$ cat src/rtl/io_event_pkg.sv
// Shared register map, CONTROL bit positions and the pending-event priority encoder
// for the I/O event latch.
package io_event_pkg;

    localparam logic [1:0] REG_ENABLE   = 2'd0;
    localparam logic [1:0] REG_STATUS   = 2'd1;
    localparam logic [1:0] REG_POLARITY = 2'd2;
    localparam logic [1:0] REG_CONTROL  = 2'd3;

    localparam int CTRL_NMI_ENABLE_BIT    = 0;
    localparam int CTRL_CLEAR_ON_READ_BIT = 1;

    // Lowest set bit wins; an all-zero vector maps to index 0.
    function automatic logic [2:0] lowest_set_index(input logic [7:0] vec);
        lowest_set_index = 3'd0;
        for (int i = 7; i >= 0; i--) begin
            if (vec[i]) begin
                lowest_set_index = 3'(i);
            end
        end
    endfunction

endpackage

$ cat src/rtl/io_event_channel.sv
// One event source: two-flop synchroniser, glitch filter, accepted level and a
// one-clock pulse when an accepted transition matches the selected polarity.
module io_event_channel #(
    parameter logic [15:0] FILTER_CYCLES = 16'd4
) (
    input  logic clock,
    input  logic reset,
    input  logic event_in,
    input  logic polarity,
    output logic event_level,
    output logic edge_pulse
);

    localparam logic [15:0] LAST_COUNT = FILTER_CYCLES - 16'd1;

    logic        sync1_r;
    logic        sync2_r;
    logic [15:0] count_r;
    logic        level_r;
    logic        pulse_r;

    // Synchronise, count consecutive disagreeing clocks, accept the new level once stable.
    always_ff @(posedge clock) begin
        if (reset) begin
            sync1_r <= 1'b0;
            sync2_r <= 1'b0;
            count_r <= 16'd0;
            level_r <= 1'b0;
            pulse_r <= 1'b0;
        end else begin
            sync1_r <= event_in;
            sync2_r <= sync1_r;
            pulse_r <= 1'b0;
            if (sync2_r == level_r) begin
                count_r <= 16'd0;
            end else if (count_r >= LAST_COUNT) begin
                // polarity 0 wants a new level of 1, polarity 1 wants a new level of 0
                level_r <= sync2_r;
                count_r <= 16'd0;
                pulse_r <= (sync2_r != polarity);
            end else begin
                count_r <= count_r + 16'd1;
            end
        end
    end

    assign event_level = level_r;
    assign edge_pulse  = pulse_r;

endmodule

$ cat src/rtl/io_event_latch.sv
// N-source event latch and NMI controller with ENABLE/STATUS/POLARITY/CONTROL
// byte registers in the peripheral I/O space.
module io_event_latch
    import io_event_pkg::*;
#(
    parameter int          NUM_EVENTS    = 8,
    parameter logic [15:0] FILTER_CYCLES = 16'd4,
    parameter logic [9:0]  BASE_ADDRESS  = 10'h0A0
) (
    input  logic                  clock,
    input  logic                  reset,
    input  logic [19:0]           ADDRESS,
    input  logic [7:0]            DATA_IN,
    output logic [7:0]            DATA_OUT,
    input  logic                  X_IO_OR_M,
    input  logic                  IOR_N,
    input  logic                  IOW_N,
    output logic                  peripherals_data_out,
    input  logic [NUM_EVENTS-1:0] event_in,
    output logic [NUM_EVENTS-1:0] event_level,
    output logic [2:0]            event_id,
    output logic                  NMI
);

    logic                  decode_s;
    logic                  cs_n_s;
    logic                  wr_strobe_n_s;
    logic                  rd_strobe_n_s;
    logic                  wr_commit_s;
    logic                  rd_release_s;
    logic                  read_sel_s;
    logic [NUM_EVENTS-1:0] edge_s;
    logic [NUM_EVENTS-1:0] active_s;
    logic [NUM_EVENTS-1:0] wr_clear_s;
    logic [NUM_EVENTS-1:0] rd_clear_s;
    logic [7:0]            control_s;
    logic [7:0]            read_data_s;
    logic                  unused_address_s;

    logic                  wr_strobe_n_r;
    logic                  rd_strobe_n_r;
    logic [NUM_EVENTS-1:0] enable_r;
    logic [NUM_EVENTS-1:0] polarity_r;
    logic [NUM_EVENTS-1:0] pending_r;
    logic [NUM_EVENTS-1:0] snapshot_r;
    logic                  snap_status_r;
    logic                  nmi_enable_r;
    logic                  clear_on_read_r;
    logic                  nmi_r;
    logic [2:0]            event_id_r;

    assign unused_address_s = &{1'b0, ADDRESS[19:10]};

    // Address decode, strobe qualification and trailing-edge detection.
    always_comb begin
        decode_s      = ({ADDRESS[9:2], 2'b00} == BASE_ADDRESS);
        cs_n_s        = ~(X_IO_OR_M & decode_s);
        wr_strobe_n_s = cs_n_s | IOW_N;
        rd_strobe_n_s = cs_n_s | IOR_N;
        wr_commit_s   = ~wr_strobe_n_r & wr_strobe_n_s;
        rd_release_s  = ~rd_strobe_n_r & rd_strobe_n_s;
        read_sel_s    = ~IOR_N & ~cs_n_s;
        active_s      = pending_r & enable_r;
        wr_clear_s    = (wr_commit_s && (ADDRESS[1:0] == REG_STATUS))
                        ? DATA_IN[NUM_EVENTS-1:0] : '0;
        rd_clear_s    = (rd_release_s && snap_status_r && clear_on_read_r) ? snapshot_r : '0;
    end

    for (genvar i = 0; i < NUM_EVENTS; i++) begin : g_channel
        io_event_channel #(
            .FILTER_CYCLES (FILTER_CYCLES)
        ) u_channel (
            .clock       (clock),
            .reset       (reset),
            .event_in    (event_in[i]),
            .polarity    (polarity_r[i]),
            .event_level (event_level[i]),
            .edge_pulse  (edge_s[i])
        );
    end

    // Bus-side state: strobe history, read snapshot and the R/W registers.
    always_ff @(posedge clock) begin
        if (reset) begin
            wr_strobe_n_r   <= 1'b1;
            rd_strobe_n_r   <= 1'b1;
            snapshot_r      <= '0;
            snap_status_r   <= 1'b0;
            enable_r        <= '0;
            polarity_r      <= '0;
            nmi_enable_r    <= 1'b0;
            clear_on_read_r <= 1'b0;
        end else begin
            wr_strobe_n_r <= wr_strobe_n_s;
            rd_strobe_n_r <= rd_strobe_n_s;
            // The last value presented while the read strobe was low is what gets cleared.
            if (~rd_strobe_n_s) begin
                snapshot_r    <= pending_r;
                snap_status_r <= (ADDRESS[1:0] == REG_STATUS);
            end
            if (wr_commit_s) begin
                case (ADDRESS[1:0])
                    REG_ENABLE:   enable_r   <= DATA_IN[NUM_EVENTS-1:0];
                    REG_POLARITY: polarity_r <= DATA_IN[NUM_EVENTS-1:0];
                    REG_CONTROL: begin
                        nmi_enable_r    <= DATA_IN[CTRL_NMI_ENABLE_BIT];
                        clear_on_read_r <= DATA_IN[CTRL_CLEAR_ON_READ_BIT];
                    end
                    default: ;
                endcase
            end
        end
    end

    // Sticky pending latch (a new edge beats any clear) and the registered interrupt outputs.
    always_ff @(posedge clock) begin
        if (reset) begin
            pending_r  <= '0;
            nmi_r      <= 1'b0;
            event_id_r <= 3'd0;
        end else begin
            pending_r  <= (pending_r & ~(wr_clear_s | rd_clear_s)) | edge_s;
            nmi_r      <= nmi_enable_r & (|active_s);
            event_id_r <= lowest_set_index(8'(active_s));
        end
    end

    // Combinational read mux; 8'hFF when this block is not being read.
    always_comb begin
        control_s                         = 8'h00;
        control_s[CTRL_NMI_ENABLE_BIT]    = nmi_enable_r;
        control_s[CTRL_CLEAR_ON_READ_BIT] = clear_on_read_r;
        case (ADDRESS[1:0])
            REG_ENABLE:   read_data_s = 8'(enable_r);
            REG_STATUS:   read_data_s = 8'(pending_r);
            REG_POLARITY: read_data_s = 8'(polarity_r);
            REG_CONTROL:  read_data_s = control_s;
            default:      read_data_s = 8'hFF;
        endcase
    end

    assign DATA_OUT             = read_sel_s ? read_data_s : 8'hFF;
    assign peripherals_data_out = read_sel_s;
    assign NMI                  = nmi_r;
    assign event_id             = event_id_r;

endmodule
$ cat config.mk
export PLATFORM = sky130hd
export DESIGN_NAME = io_event_latch
export DESIGN_NICKNAME = d
export VERILOG_FILES = /design/src/rtl/io_event_pkg.sv /design/src/rtl/io_event_channel.sv /design/src/rtl/io_event_latch.sv
export SDC_FILE = /design/constraint.sdc
export NUM_CORES = 1
export LEC_CHECK = 0
export CORE_MARGIN = 2
export CORE_UTILIZATION = 33
export DETAILED_ROUTE_END_ITERATION = 6
export MAX_ROUTING_LAYER = met4
export SYNTH_ARGS = -nofsm -noshare
export SYNTH_HDL_FRONTEND = slang
export SYNTH_SLANG_ARGS = --single-unit
$ cat constraint.sdc
create_clock -name clock -period 2.8 [get_ports clock]
set_input_delay 0.7 -clock clock [delete_from_list [all_inputs] [get_ports clock]]
set_output_delay 0.7 -clock clock [all_outputs]
set_load 0.01 [all_outputs]
==> results.py <==
metrics = {
    "detailed_routing": {
        "drc": 0,
        "wl_per_cell_um": 11.6,
        "drt_iter0_drc": 183,
        "vias": 4089,
        "drt_wl_total_um": 11500,
        "ant_nets": 0,
        "drt-pass1-iter-count": 4,
        "vias_per_cell": 4.13,
    },
    "logic_synthesis": {
        "yosys-top-cells-count": "dfxtp_1 (201), nand2_1 (43), nor4_1 (32)",
        "synth_seq_cells": 201,
        "syn_area_per_cell_um2": 11.4,
        "syn_area_um2": 6320,
        "yosys_warnings": 0,
        "synth_flop_cell": "dfxtp_1",
        "ys_types": 42,
        "synth_area_leaders": "dfxtp_1 (64%), mux2i_1 (4.1%), nor4_1 (3.2%), nand2b_1 (3.0%), nand2_1 (2.6%)",
        "synthCells": 557,
        "ys_seq_area_frac": 0.636,
        "synthArstFlopShare": 0,
        "synthMostInstantiatedCell": "dfxtp_1",
        "yosys.area.top_type": "dfxtp_1",
        "synth_top_cell_area_share": 0.636,
        "synth_edf_count": 0,
    },
    "timing": {
        "clock_skew_ps": 11.5,
        "fmax_mhz": 336,
        "tightest_slew_ps": 792,
        "finalHoldViolCount": 0,
        "fin_crit_sh": 1.06,
        "drv_slew": 0,
        "rsz0062_at_grt": "true",
        "finalSetupViolCount": 9,
        "holdWs_ps": 424,
        "fin_ws_ps": -180,
        "finalSetupTns_ps": -1050,
        "finalCriticalPeriod_ps": 2980,
        "max_slew_margin": 0.469,
    },
    "placed_design": {
        "pre_cts_ws_ps": -873,
        "place.gp.congestion": 0.796,
        "numPlacedInstances": 949,
        "placed_area_um2": 7570,
        "portBuffers": 51,
        "dp_hpwl_um": 7880,
    },
    "floorplan": {
        "placementRows": 50,
        "die_h_um": 142,
        "initial_core_util": 0.337,
        "die_w_um": 142,
        "num_io_pins": 62,
        "design.core.area_um2": 18800,
        "dieArea_um2": 20300,
    },
    "critical_path": {
        "critPathArrivalTime_ps": 2280,
        "crit-reg2reg-launch": "wr_strobe_n_r",
        "start_kind": "input pin",
        "cp.required_ps": 2100,
        "r2r_slack_ps": 1230,
        "crit_path_end_kind": "primary output",
        "worstSetupPathType": "in -> out",
        "worst_r2r_path_depth": 5,
        "cp_max_fo": 5,
        "worstReg2RegEnd": "enable_r[2]",
    },
    "pwr": {
        "p_total_mw": 5.75,
        "p_per_area_nw_per_um2": 693,
        "ir_drop_uv": 403,
        "p_leak_nw": 3.53,
    },
    "clock_tree": {
        "cts-root-buf": "clkbuf_16",
        "cts_buffers": 21,
        "cts_tree": "done",
        "path_clk_slew_ps": 60,
        "clockBufferDepth": 3,
        "numClockSinks": 201,
        "cts_hold_buf": 0,
        "htreeDepth": 1,
        "clock_latency_ps": 480,
    },
    "finish": {
        "syn_to_final_growth_pct": 31.2,
        "layout.cells.non_filler": 991,
        "fin_nets": 793,
        "stdcell_area_um2": 8300,
        "utilization": 0.442,
        "layout-drive-gt1-share": 0.126,
    },
    "global_route": {
        "grt_pass1_vias": 3983,
        "grt_max_degree": 60,
        "globalRoute.totalOverflow": 0,
        "grt_usage": 0.121,
        "antenna_found_initial": 1,
        "grt_pass1_wl_um": 19200,
    },
    "run_status": {
        "outcome": "finished with violations",
        "violations": "setup timing",
    },
    "min_path": {
        "hold_path.class": "reg -> reg",
        "hold_depth": 1,
        "min_to": "g_channel[0].u_channel.count_r[0]",
        "hold_start": "g_channel[0].u_channel.count_r[0]",
    },
    "flow_run": {
        "cap_viol_max_count": 0,
    },
}
==> flip-flops by register name, indices dropped and copies added, names as in the netlist, 3 cells and up <==
signal and flops:
enable_r 8, g_channel.u_channel.count_r 128, event_id 3, g_channel.u_channel.edge_pulse 8
g_channel.u_channel.sync1_r 8, pending_r 8, polarity_r 8, g_channel.u_channel.event_level 8
snapshot_r 8, g_channel.u_channel.sync2_r 8
==> worst max-delay path by stage <==
stage	startpoint	slack [ps]	cells after the start	to
floorplan	ADDRESS[3]	30	5	DATA_OUT[6]
global placement	ADDRESS[3]	-870	6	DATA_OUT[2]
detailed placement	ADDRESS[3]	-870	6	DATA_OUT[5]
CTS	IOR_N	-250	6	DATA_OUT[2]
global route	ADDRESS[2]	-210	6	DATA_OUT[2]
finish	ADDRESS[2]	-180	6	DATA_OUT[2]
==> worst max-delay path, stage by stage <==
cell     delay, ps
buf_6           90
or4_4          520
or3_4          350
buf_6          150
a221o_2        330
buf_6          130
==> cell type report <==
class	instances	area, um^2
fillers	1760	10500
flip-flops and latches	201	4020
multi-input cells	412	2460
repair buffers	79	761
clock buffers	31	623
well taps	234	293
inverters	29	111
clock inverters	4	26.3
diodes	1	2.50
==> cells by family after synthesis <==
family	after synthesis	share of synthesized area
and+or+nand+nor	202	0.182
DFF	201	0.636
buffers and inverters	55	0.0437
AOI/OAI and AO/OA	48	0.0516
muxes	34	0.0590
adders and majority gates	8	0.0158
xor gates and xnor gates	8	0.0111
other	1	0.000593
==> timing repair <==
item	CTS	global route
pin swaps	2	3
resized for setup	61	11
buffers inserted	4	1
setup endpoints to repair	9	9
cloned	1	0
==> cells in the final DEF (no fill, tap or decap), types with 2 or more instances in the layout <==
cell type	synthesis	final
mux2_2	6	6
o41ai_2	2	2
nand3_1	2	2
clkinv_2	0	2
o21ai_0	16	16
dlymetal6s2s_1	0	5
clkbuf_8	0	6
nor3b_1	2	2
nor2_1	16	16
ha_1	8	8
nor4_1	32	32
nor3_1	18	18
xnor2_1	8	8
nand2_1	43	43
mux2i_1	26	26
conb_1	1	112
a21oi_1	11	11
dfxtp_1	201	201
buf_6	1	12
nand4_1	8	8
clkbuf_1	11	4
and3b_1	8	8
nor4b_1	8	8
nand2b_1	30	29
a22oi_1	2	2
buf_12	0	2
buf_2	0	4
a221o_2	5	5
mux4_2	2	2
clkbuf_16	0	21
o22ai_1	8	8
buf_4	10	23
nor2b_1	25	25
clkdlybuf4s50_1	0	32
inv_1	28	28
or3_1	3	2
==> power by group <==
group,internal [mW],switching (mW),leakage (nW)
Combinational,0.0960,0.0906,1.54
Sequential,2.97,0.0386,1.67
Clock,1.53,1.03,0.319
==> layer usage <==
| metal | part of all wire | vias up | track usage | routed length [um] |
|---|---|---|---|---|
| met1 | 0.47 | 1808 | 0.155 | 5410 |
| met3 | 0.066 | 27 | 0.0286 | 755 |
| li1 | - | 2173 | - | - |
| met5 | 0 | - | - | 0 |
| met2 | 0.43 | 81 | 0.184 | 4980 |
| met4 | 0.027 | 0 | 0.0459 | 308 |
Power figures use the tool's default switching activity.
